## src/rtl/product_accumulator.sv

```systemverilog
// Dot-product accumulator: sums LEN unsigned products with saturation and a sticky
// overflow flag, then holds the result on a valid/ready port until it is consumed.
module product_accumulator #(
  parameter int PW  = 16,
  parameter int AW  = 24,
  parameter int LEN = 4
) (
  input  logic          clk,
  input  logic          rst,
  input  logic          clear,
  input  logic          in_valid,
  output logic          in_ready,
  input  logic [PW-1:0] in_prod,
  output logic          out_valid,
  input  logic          out_ready,
  output logic [AW-1:0] out_sum,
  output logic          out_ovf,
  output logic          busy
);

  localparam int CW = $clog2(LEN + 1);
  localparam logic [CW-1:0] LEN_C = CW'(LEN);

  typedef enum logic [1:0] {
    IDLE  = 2'd0,
    ACCUM = 2'd1,
    HOLD  = 2'd2
  } state_t;

  state_t        state_reg;
  logic [AW-1:0] acc_reg;
  logic [CW-1:0] cnt_reg;
  logic          ovf_reg;

  logic [AW-1:0] prod_ext;
  logic [AW:0]   sum_ext;
  logic [AW-1:0] acc_next;
  logic          ovf_next;
  logic [CW-1:0] cnt_next;

  // Saturated sum of the running accumulator and the incoming product. Once acc is
  // all-ones any further addition either carries out or adds zero, so it stays pinned.
  always_comb begin
    prod_ext = AW'(in_prod);
    sum_ext  = (AW + 1)'(acc_reg) + (AW + 1)'(in_prod);
    acc_next = sum_ext[AW] ? {AW{1'b1}} : sum_ext[AW-1:0];
    ovf_next = ovf_reg | sum_ext[AW];
    cnt_next = cnt_reg + 1'b1;
  end

  // in_ready and busy decode the state register only; no input reaches them.
  assign in_ready = (state_reg != HOLD);
  assign busy     = (state_reg != IDLE);

  always_ff @(posedge clk or posedge rst) begin
    if (rst) begin
      state_reg <= IDLE;
      acc_reg   <= '0;
      cnt_reg   <= '0;
      ovf_reg   <= 1'b0;
      out_valid <= 1'b0;
      out_sum   <= '0;
      out_ovf   <= 1'b0;
    end else if (clear) begin
      state_reg <= IDLE;
      acc_reg   <= '0;
      cnt_reg   <= '0;
      ovf_reg   <= 1'b0;
      out_valid <= 1'b0;
    end else begin
      case (state_reg)
        IDLE: begin
          if (in_valid) begin
            acc_reg <= prod_ext;
            cnt_reg <= CW'(1);
            ovf_reg <= 1'b0;
            if (LEN == 1) begin
              state_reg <= HOLD;
              out_valid <= 1'b1;
              out_sum   <= prod_ext;
              out_ovf   <= 1'b0;
            end else begin
              state_reg <= ACCUM;
            end
          end
        end
        ACCUM: begin
          if (in_valid) begin
            acc_reg <= acc_next;
            ovf_reg <= ovf_next;
            cnt_reg <= cnt_next;
            if (cnt_next == LEN_C) begin
              state_reg <= HOLD;
              out_valid <= 1'b1;
              out_sum   <= acc_next;
              out_ovf   <= ovf_next;
            end
          end
        end
        HOLD: begin
          if (out_ready) begin
            state_reg <= IDLE;
            out_valid <= 1'b0;
            cnt_reg   <= '0;
          end
        end
        default: begin
          state_reg <= IDLE;
          out_valid <= 1'b0;
          cnt_reg   <= '0;
        end
      endcase
    end
  end

endmodule

```

## config.mk

```make
export PLATFORM = sky130hd
export DESIGN_NAME = product_accumulator
export DESIGN_NICKNAME = d
export VERILOG_FILES = /design/src/rtl/product_accumulator.sv
export SDC_FILE = /design/constraint.sdc
export NUM_CORES = 1
export LEC_CHECK = 0
export ABC_AREA = 1
export CAP_MARGIN = 20
export CELL_PAD_IN_SITES_DETAIL_PLACEMENT = 1
export CELL_PAD_IN_SITES_GLOBAL_PLACEMENT = 1
export CORE_MARGIN = 1.5
export CORE_UTILIZATION = 35
export DETAILED_ROUTE_END_ITERATION = 12
export PLACE_DENSITY_LB_ADDON = 0.1
export SYNTH_ARGS = -nofsm -noshare
export SYNTH_HDL_FRONTEND = slang
export SYNTH_SLANG_ARGS = --single-unit
```

## constraint.sdc

```tcl
create_clock -name clk -period 2.84 [get_ports clk]
set_input_delay 0.568 -clock clk [delete_from_list [all_inputs] [get_ports clk]]
set_output_delay 0.568 -clock clk [all_outputs]
set_load 0.05 [all_outputs]
```

---- After elaboration in Yosys (flattened, before gate mapping) ----
Index checks and enable logic that the tools add are counted.
operators by class
  add/sub/neg operators ................... 2
  equality and inequality tests ........... 9
  multiplexer cells ....................... 25
  bitwise gates (word level) .............. 2
  reductions and logical operators ........ 8
operator list
  kind                                                                   number
  24-bit two-way mux                                                     4
  24-bit one-hot mux with 2 select lines                                 1
  24-bit by 16-bit adder with 25-bit output                              1
  3-bit two-way mux                                                      4
  3-bit != test, second input constant                                   4
  4-bit AND reduction                                                    3
  2-bit two-way mux                                                      5
  3-bit one-hot mux with 3 select lines                                  1
  1-bit two-way mux                                                      7
  2-bit one-hot mux with 3 select lines                                  1
  3-bit AND reduction                                                    2
  2-bit != test, second input constant                                   2
  3-bit by 1-bit adder with 3-bit output, second input constant          1
  3-bit equality test, second input constant                             1
  1-bit one-hot mux with 3 select lines                                  1
  3-bit nonzero test                                                     1
  2-bit by 1-bit equality test with 1-bit output, second input constant  1
  2-bit equality test, second input constant                             1
  2-bit logical NOT                                                      1
  1-bit one-hot mux with 2 select lines                                  1
  2-bit nonzero test                                                     1
  1-bit NOT                                                              1
  1-bit bitwise OR                                                       1
word-level totals
  register bits ........................... 56
  logic and storage cells ................. 53

---- Depth between registers and ports, before layout ----
  depth in word-level cells ............... 6
  gate-level depth with buffers ........... 14
  depth with buffers taken out ............ 14

---- Least setup slack after synthesis ----
No wires, ideal clock.
  path kind ............................... input-to-reg
  start point ............................. in in_prod[0]
  end point ............................... reg out_sum[2]
  data arrival time ....................... 2,138 ps
  required time ........................... 2,709 ps
  slack ................................... 571 ps
  cell stages on the path ................. 12
  buffers on the path ..................... 2
  cell sequence ........................... ha_1 fa_1 nand3_1 nand3_1 nand2_1 nand2_2 nand2_1 nand2_2 nand2_2 buf_6 buf_8 a31oi_2
between the ends
  longest elaborated chain between the ends .. 2
ends and longest elaborated chain
  element                                    line  text
  start: declaration                         13    input logic [PW-1:0] in_prod,
  24-bit by 16-bit adder with 25-bit output  45    sum_ext = (AW + 1)'(acc_reg) + (AW + 1)'(in_prod);
  24-bit two-way mux                         46    acc_next = sum_ext[AW] ? {AW{1'b1}} : sum_ext[AW-1:0];
  end signal: assignment                     80    out_sum <= prod_ext;
  end signal: assignment                     95    out_sum <= acc_next;
  end: declaration                           16    output logic [AW-1:0] out_sum,
No other way between the ends.
A chain may end at the register's enable or synchronous reset.

---- Final worst setup path ----
  start point ............................. in in_prod[0]
  end point ............................... reg acc_reg[15]
between the ends
  longest elaborated chain between the ends .. 5
ends and longest elaborated chain
  element                                    line  text
  24-bit by 16-bit adder with 25-bit output  45
  24-bit two-way mux                         46
  24-bit two-way mux                         88    if (in_valid) begin
  24-bit one-hot mux with 2 select lines     71    case (state_reg)
  24-bit two-way mux                         64    end else if (clear) begin
  end signal: assignment                     74    acc_reg <= prod_ext;
  end signal: assignment                     89    acc_reg <= acc_next;
  end: declaration                           31    logic [AW-1:0] acc_reg;
No other way between the ends. The select of a mux whose other input is x is not followed.

==> impl_metrics.yaml <==
status:
  status: "finished, final reports clean"
placed_design:
  dp_cells: 810
  io_buffers: 48
  pre_cts_slack_ps: 24.62
  dpl.hpwl_um: 9992
  gp_congestion: 0.8814
  place_area_um2: 4828
job:
  maxCapViolations: 0
floorplanning:
  rows: 39
  num_io_pins: 49
  fp.dieW_um: 111.0
  start_util_pct: 35.75
  die_h_um: 111.0
  core_area_um2: 11420
  die-area_um2: 12320
timing:
  slew_headroom_pct: 64.70
  whs_ps: 484.4
  min_period_over_period_pct: 89.17
  worst_pin_slew_ps: 528.7
  period_minus_slack_ps: 2532
  fmax_mhz: 394.9
  clock_skew_ps: 8.352
  totalNegativeSetupSlack_ps: 0
  rsz0062_at_grt: "false"
  worst_slack_ps: 307.6
  hold_viol_final: 0
  drv_slew: 0
  setup_viol: 0
cts:
  h-tree-depth: 2
  clock_latency_ps: 310
  cts_resized: 0
  cts.path.max_buffers: 2
  cts_tree: "done"
  clkTransAtPathRegs_ps: 70
  numCtsBuffers: 5
  ctsHoldBuffers: 0
  cts-root-buf: "clkbuf_16"
  clock-sinks: 56
  post_cts_buffers: 0
layout:
  diodes: 0
  filler_cell_count: 1490
  area_delta_synth_final_pct: 22.28
  final_cell_area_um2: 4992
  drive_gt1_share_pct: 7.111
  stdcell_count: 818
  final_util_pct: 43.72
  final_net_count: 714
global_routing:
  gr-total-overflow: 0
  grt_pass1_vias: 4272
  antenna_found_initial: 0
  grtUsageTotal_pct: 22.11
  grt_max_degree: 41
  grt_pass1_wl_um: 21810
worst_setup_path:
  crit_required_ps: 3040
  crit_chain: "clkdlybuf4s50_1 -> ha_1 -> fa_1 -> nand3_1 -> nand3_1 -> nand2_1 -> nand2_2 -> nand2_1 -> nand2_2 -> nand2_2 -> buf_12 -> nand3_1 -> nand2_1 -> nand2_1"
  path_common_cell: "nand2_1"
  critPathBufInv: 2
  cp_data_arrival_time_ps: 2730
  setup.worst_path.start: "in_prod[0]"
  critPathMaxStageDelay_ps: 430
  cpMaxStageDelayCell: "clkdlybuf4s50_1"
  cp_max_fo: 26
  critPathCaptureType: "flip-flop"
  cp-start-kind: "primary input"
  path_delay_family: "simple AND/OR/NAND/NOR gates"
  r2r_start: "acc_reg[0]$_DFFE_PP0P_"
  worstSetupPathType: "primary input to flip-flop"
synthesis:
  syn-num-nets: 658
  yosysWarnings: 0
  synthTopCellsByArea: "dfrtp_1, nand2_1, inv_1"
  yosysTopAreaCell: "dfrtp_1"
  synth_cells: 618
  ys.flop_type: "dfrtp_1"
  synth_area_per_cell_um2: 6.606
  syn-cell-area_um2: 4083
  synth_edf_count: 0
  yosysMostFrequentCell: "nand2_1"
  synth-seq-cells: 56
  ys_async_sr_fraction_pct: 100.0
  synth_top_area_share_pct: 34.32
  yosys-top-cells-count: "nand2_1, inv_1, nor2_1"
  synth.distinct_cells: 32
  ys_seq_area_share_pct: 34.32
power_and_ir_drop:
  ir_drop_mv: 0.3509
  power.density_nw_per_um2: 508.9
  cellLeakagePower_nw: 2.662
  total_power_mw: 2.541
min_path:
  hold_path_class: "flip-flop to flip-flop"
  holdCritStartpoint: "out_sum[12]$_DFFE_PP0P_"
detailed_routing:
  viasPerCell: 4.952
  post_drt_wl_per_cell_um: 15.67
  totalWireLength_um: 12820
  drt_first_pass_iters: 4
  vias: 4051
  ant_nets: 0
  drc: 0
  drt_iter0_markers: 166
[metal layers]
layer	GRT usage (%)	wire length [um]	up-vias	share of wire (%)
met5	0	0	-	0
met2	36.91	5965	79	47
li1	-	-	2022	-
met3	3.882	547	9	4.3
met4	4.957	134	0	1.0
met1	29.96	6168	1941	48
[power by group]
group / internal (mW) / switching, mW / total, mW
combinational: 0.306 / 0.618 / 0.924
sequential: 0.851 / 0.0388 / 0.890
clock: 0.416 / 0.311 / 0.727
total: 1.57 / 0.968 / 2.54
[tightest hold or removal path: stages (launching register included)]
cell     delay [ps]
dfrtp_1         340
nand2_1          60
nand2_1          60
[final cells by class]
type	instances	area, um^2	area share (%)
multi-input combinational	461	2287	45.81
sequential	56	1401	28.07
timing repair buffer	64	638.1	12.78
inverter	86	322.8	6.466
tap	143	178.9	3.584
clock buffer	6	128.9	2.581
clock inverter	2	35.03	0.7018
[layout by cell type (no fill, tap or decap), types with 6 or more instances in the layout]
| cell | instances |
|---|---|
| nand3_1 | 45 |
| a31oi_1 | 7 |
| o21ai_0 | 8 |
| nor2_1 | 73 |
| dfrtp_1 | 56 |
| nand2_1 | 245 |
| inv_1 | 85 |
| nand4_1 | 6 |
| xor2_1 | 8 |
| a31oi_2 | 6 |
| ha_1 | 18 |
| clkdlybuf4s50_1 | 48 |
| a21oi_1 | 11 |
| buf_4 | 13 |
| nand2_2 | 6 |
[cells by family (layout without fill, tap and decap cells)]
kind of cell / after synthesis / after routing / share of synthesized area [%]
simple gates: 392 / 392 / 39.60
buf+inv: 101 / 158 / 9.991
flops: 56 / 56 / 34.32
compound gates: 40 / 40 / 7.937
fa+ha+maj: 19 / 19 / 6.007
xor+xnor: 10 / 10 / 2.145
[path summary, 6_finish.rpt]
| kind | end | slack (ps) | depth (start not counted) |
|---|---|---|---|
| max | acc_reg[15]$_DFFE_PP0P_ | 310 | 14 |
| max reg2reg | acc_reg[15]$_DFFE_PP0P_ | 630 | 13 |
| min reg2reg | out_sum[12]$_DFFE_PP0P_ | 480 | 2 |
| max in group asynchronous | acc_reg[19]$_DFFE_PP0P_ | 1520 | 3 |
| min | out_sum[12]$_DFFE_PP0P_ | 480 | 2 |
| min in group asynchronous | out_sum[14]$_DFFE_PP0P_ | 620 | 2 |
(Power assumes the default switching activity.)
